$ cat src/rtl/instruction_fetch.sv
// Single-outstanding instruction fetch unit: issues one memory read at a time,
// holds the returned word for decode, and honours branch/jump redirects.
module instruction_fetch #(
    parameter logic [31:0] RESET_PC = 32'h00000000
) (
    input  logic        clock,
    input  logic        reset,
    input  logic        stall,
    input  logic        redirect_valid,
    input  logic [31:0] redirect_pc,
    output logic        imem_req,
    output logic [31:0] imem_addr,
    input  logic        imem_ready,
    input  logic        imem_rvalid,
    input  logic [31:0] imem_rdata,
    output logic [31:0] instr_out,
    output logic [31:0] pc_out,
    output logic        instr_valid
);

    localparam logic [31:0] NOP = 32'h00000013;

    typedef enum logic [1:0] {
        FETCH = 2'd0,
        WAIT  = 2'd1,
        HOLD  = 2'd2
    } state_t;

    state_t      state;
    logic [31:0] pc;
    logic [31:0] req_pc;
    logic        kill;
    logic [31:0] redirect_target;

    assign redirect_target = redirect_pc & ~32'h3;

    // NOTE: imem_req is decoded combinationally so a same-cycle redirect or
    // reset suppresses the request before the memory can accept it.
    assign imem_req  = (state == FETCH) && !reset && !redirect_valid;
    assign imem_addr = pc;

    // NOTE: sequential state uses non-blocking assignments only, so every
    // branch below sees the pre-edge values of pc, kill and state.
    always_ff @(posedge clock) begin
        if (reset) begin
            state       <= FETCH;
            pc          <= RESET_PC;
            req_pc      <= '0;
            kill        <= 1'b0;
            instr_valid <= 1'b0;
            instr_out   <= NOP;
            pc_out      <= '0;
        end else begin
            case (state)
                FETCH: begin
                    if (redirect_valid) begin
                        pc <= redirect_target;
                    end else if (imem_ready) begin
                        req_pc <= pc;
                        pc     <= pc + 32'd4;
                        state  <= WAIT;
                    end
                end
                WAIT: begin
                    if (imem_rvalid) begin
                        if (kill || redirect_valid) begin
                            // Response belongs to a squashed fetch: drop it.
                            kill  <= 1'b0;
                            state <= FETCH;
                            if (redirect_valid) pc <= redirect_target;
                        end else begin
                            instr_out   <= imem_rdata;
                            pc_out      <= req_pc;
                            instr_valid <= 1'b1;
                            state       <= HOLD;
                        end
                    end else if (redirect_valid) begin
                        pc   <= redirect_target;
                        kill <= 1'b1;
                    end
                end
                HOLD: begin
                    if (redirect_valid) begin
                        instr_valid <= 1'b0;
                        pc          <= redirect_target;
                        state       <= FETCH;
                    end else if (!stall) begin
                        instr_valid <= 1'b0;
                        state       <= FETCH;
                    end
                end
                default: state <= FETCH;
            endcase
        end
    end

endmodule

$ cat config.mk
export PLATFORM = sky130hd
export DESIGN_NAME = instruction_fetch
export DESIGN_NICKNAME = d
export VERILOG_FILES = /design/src/rtl/instruction_fetch.sv
export SDC_FILE = /design/constraint.sdc
export NUM_CORES = 1
export LEC_CHECK = 0
export CAP_MARGIN = 30
export CORE_ASPECT_RATIO = 1.25
export CORE_UTILIZATION = 35
export CTS_BUF_LIST = sky130_fd_sc_hd__clkbuf_4 sky130_fd_sc_hd__clkbuf_8
export DETAILED_ROUTE_END_ITERATION = 12
export SYNTH_ARGS = -nofsm -noshare
export SYNTH_HDL_FRONTEND = slang
export SYNTH_SLANG_ARGS = --single-unit
$ cat constraint.sdc
create_clock -name clock -period 3.6 [get_ports clock]
set_input_delay 0.54 -clock clock [delete_from_list [all_inputs] [get_ports clock]]
set_output_delay 0.54 -clock clock [all_outputs]
set_load 0.05 [all_outputs]
Word level (Yosys, flattened, before mapping)
Cells that the tools add are included.
{"block": "totals", "ff_bits": 132, "in_bits": 70, "out_inout_bits": 98}
{"block": "classes", "n_eq_ne": 10, "bitwise_logic": 2, "n_reduce_logical": 15, "add_sub_neg": 1, "mux": 21}
{"op": "32-bit 2-to-1 mux", "n": 5}
{"op": "32-bit case mux with 3 select lines", "n": 1}
{"op": "32-bit by 3-bit adder with 32-bit output, second input constant", "n": 1}
{"op": "2-bit 2-to-1 mux", "n": 6}
{"op": "3-bit AND reduction", "n": 4}
{"op": "3-bit inequality test, second input constant", "n": 3}
{"op": "2-bit inequality test, second input constant", "n": 4}
{"op": "4-bit AND reduction", "n": 2}
{"op": "1-bit 2-to-1 mux", "n": 7}
{"op": "2-bit case mux with 3 select lines", "n": 1}
{"op": "2-bit nonzero test", "n": 2}
{"op": "3-bit nonzero test", "n": 1}
{"op": "2-bit by 1-bit == test with 1-bit output, second input constant", "n": 1}
{"op": "2-bit == test, second input constant", "n": 1}
{"op": "1-bit logical AND", "n": 2}
{"op": "1-bit zero test", "n": 2}
{"op": "2-bit zero test", "n": 1}
{"op": "2-bit by 1-bit inequality test with 1-bit output, second input constant", "n": 1}
{"op": "1-bit NOT", "n": 2}
{"op": "1-bit case mux with 2 select lines", "n": 1}
{"op": "1-bit logical OR", "n": 1}

Logic depth before layout (Yosys ltp)
{"block": "logic_depth", "ltp_word": 4, "mapped_depth": 10, "depth_no_buf": 7}

Least setup slack after synthesis
Ideal clock, no wire load.
{"block": "synth_path", "kind": "input -> output", "start": "in reset", "end": "out imem_req", "stages": 3, "slack_ns": 1.034, "n_path_buf": 2, "arrival_time_ns": 2.026, "required_ns": 3.060, "cell_sequence": "clkbuf_8 > clkbuf_1 > nor3b_1"}
{"block": "synth_between", "elab_chain_len": 3}
{"item": "start: declaration", "line_no": "7", "text": "input logic reset,"}
{"item": "1-bit zero test", "line_no": "39", "text": "assign imem_req = (state == FETCH) && !reset && !redirect_valid;"}
{"item": "1-bit logical AND (2 in series)", "line_no": "39"}
{"item": "end: declaration", "line_no": "11", "text": "output logic imem_req,"}
Every way passes these cells.

Worst setup path after layout
{"block": "layout_path", "start": "in redirect_valid", "end": "out imem_req"}
{"block": "layout_between", "elab_chain_len": 2}
{"item": "start: declaration", "line_no": "9", "text": "input logic redirect_valid,"}
{"item": "1-bit zero test", "line_no": "39"}
{"item": "1-bit logical AND", "line_no": "39"}
Every way passes these cells.

==> impl_metrics.toml <==
[clocking]
clock_latency_ps = 430
cts_made_buffers = 17
hold_buffers = 0
cts_setup_buffers = 0
cts_tree = "done"
clock_path_buffers = 2
root_buffer = "clkbuf_8"
htreeDepth = 4
cts_sinks = 126
ctsResizeCount = 0
path_clk_slew_ps = 70

[setup_path]
critPathKind = "in2out"
path_cells = "clkdlybuf4s50_1 -> nor3b_1 -> clkdlybuf4s50_1"
crit_slowest_cell = "clkdlybuf4s50_1"
worstPathMaxFanout = 7
cp-end-kind = "primary output"
worst-endpoint-required_ps = 3060
path_buf_inv = 2
worstSetupStartpointType = "input pin"
critical-path-top-delay-family = "buffers and inverters"
r2r_cells = 7
cp.depth = 3
max_stage_delay_ps = 870
path_common_cell = "clkdlybuf4s50_1"
crit_arrival_ps = 2250

[synthesis]
synth_most_common_cell = "nand2_1"
synthAdderAreaFrac = 0.0135
synth_top_family_by_area = "simple AND/OR/NAND/NOR gates"
synth_xor_xnor_area_share = 0
netlist_top_cells_area = "dfxtp_1 45%, nand2_1 15%, a21oi_1 10%"
synth_compound_area_frac = 0.195
ys_top_cells_by_count = "220 x nand2_1, 126 x dfxtp_1, 116 x a21oi_1, 34 x clkbuf_1, 25 x nand3_1"
synthMuxAreaShare = 0.00899
synth_flop_cell = "dfxtp_1"
synth_edf_count = 0
async_flop_share = 0
yosysWarningCount = 0
synth-seq-area-share = 0.453
synth_top_cell_by_area = "dfxtp_1"
ys_seq_elements = 126
synth_cells = 717
synth-simple-area-share = 0.267
syn_area_sq_mm = 0.00557
ys_types = 64
syn_area_per_cell_sq_um = 7.77
yosysTopAreaCellShare = 0.453

[pwr]
p_leak_nw = 2.56
irDropWorstVdd_uv = 212
p_per_area_mw_per_mm2 = 514

[timing]
fmax_ghz = 0.359
finalCritPeriodShare = 0.774
clock_skew_ps = 10.1
layout_setup_ws_ps = 814
max_slew_margin = 0.580
setup-violations-final = 0
slew_viol_final = 0
worst_slew_pin_slew_ps = 630
setup_total_negative_slack_ps = 0
layout_min_cycle_time_ps = 2790
rsz0062_at_grt = "no"
hold_ws_ps = 451
hold_violations = 0

[grt]
first_global_vias = 5305
grt_max_degree = 63
gr-total-overflow = 0
track_usage = 0.205
grt_pass1_wl_um = 26300
antenna_found_initial = 0

[route]
finalWirelength_um = 16400
vias = 5522
drtAntennaViolNets = 0
dr.first_iter.drc_count = 422
first_pass_iters = 5
drc_errors = 0
via_per_inst = 5.12
wire_per_inst_um = 15.2

[final_layout]
diodes = 0
n_fill_cell = 1567
multi_input_area_sq_mm = 0.00273
drive_gt1_frac = 0.0716
final_core_util = 0.494
seqCellArea_sq_mm = 0.00252
nets = 930
syn_to_final_growth_pct = 38.1

[die]
die_w_um = 115
io_pins = 168
die_area_sq_mm = 0.0164
die_height_um = 143
num_rows = 51
core_area_sq_mm = 0.0156
start_util = 0.358

[placement]
gp_congestion = 0.813
place_ws_ps = 642
hpwl_um = 11300
port_buffers = 161

[job]
cap_violations = 0

[hold_path]
hold_class = "reg2reg"
min_delay_path_depth = 2

[outcome]
outcome = "completed"
[cell families (layout without fill, tap and decap cells)]
kind of cell / after synthesis / count (layout)
DFF: 126 / 126
other: 1 / 4
muxes: 5 / 5
adders and majority gates: 6 / 6
buffers and inverters: 67 / 213
and+or+nand+nor: 325 / 325
AOI/OAI and AO/OA: 187 / 187
[layout make-up]
type	instances	area share
flip-flops and latches	126	0.328
well taps	212	0.0345
clock inverters	12	0.0241
inverters	10	0.00488
multi-input cells	527	0.355
clock buffers	19	0.0340
repair buffers	172	0.220
[layout by cell type, fill, tap and decap left out, types with 4 or more instances in the layout]
master           count
a211oi_1             5
a21oi_1            116
a31oi_1              6
a32oi_1              8
and2_1               4
and3_1               5
buf_4               12
bufinv_16            4
clkbuf_8            19
clkdlybuf4s50_1    160
clkinvlp_4           4
conb_1               4
dfxtp_1            126
ha_1                 6
inv_1                9
mux2i_1              5
nand2_1            220
nand2b_1             4
nand3_1             24
nand3b_1             4
nand4_1              7
nor2_1              15
nor3_1              10
o21ai_0             22
o31ai_1              6
[worst register-to-register path, delay by kind of cell, from the launching register on]
family | cells | cell delay [ps]
compound gates | 1 | 170
buf+inv | 1 | 100
simple gates | 4 | 1450
flops | 1 | 400
fa+ha+maj | 1 | 280
[final timing paths]
kind                  startpoint             to  slack, ps
setup reg to reg        state[1]  imem_addr[27]       1130
hold / removal         req_pc[7]      pc_out[7]        450
hold reg to reg        req_pc[7]      pc_out[7]        450
setup / recovery  redirect_valid       imem_req        810
[metal layers]
metal | global-route usage | vias to the layer above | wire [um]
met4 | 0.0752 | 0 | 246
met5 | 0 | - | 0
met1 | 0.252 | 2563 | 6930
met3 | 0.0446 | 18 | 1030
li1 | - | 2745 | -
met2 | 0.349 | 196 | 8180
[per-stage QoR]
stage	std cells	power, W	area, sq um
6_report	1078	0.00396	7690
5_1_grt	1078	0.00415	7690
4_1_cts	1078	0.00400	7690
3_5_place_dp	1047	0.00261	7250
3_3_place_gp	1047	0.00259	7250
2_1_floorplan	720	0.00228	5580
[registers in the layout, indices dropped and copies added, names as in the netlist]
name	count
req_pc	30
instr_valid	1
state	2
instr_out	32
kill	1
imem_addr	30
pc_out	30
[power by group]
| group | leakage [nW] | total [W] | switching [W] | internal (W) |
|---|---|---|---|---|
| logic | 1.32 | 0.000963 | 0.000624 | 0.000339 |
| clock network | 0.211 | 0.00138 | 0.000582 | 0.000794 |
| registers | 1.02 | 0.00162 | 0.000132 | 0.00149 |
| total | 2.56 | 0.00396 | 0.00134 | 0.00262 |
Note: power is estimated with default switching activity, not from simulation.
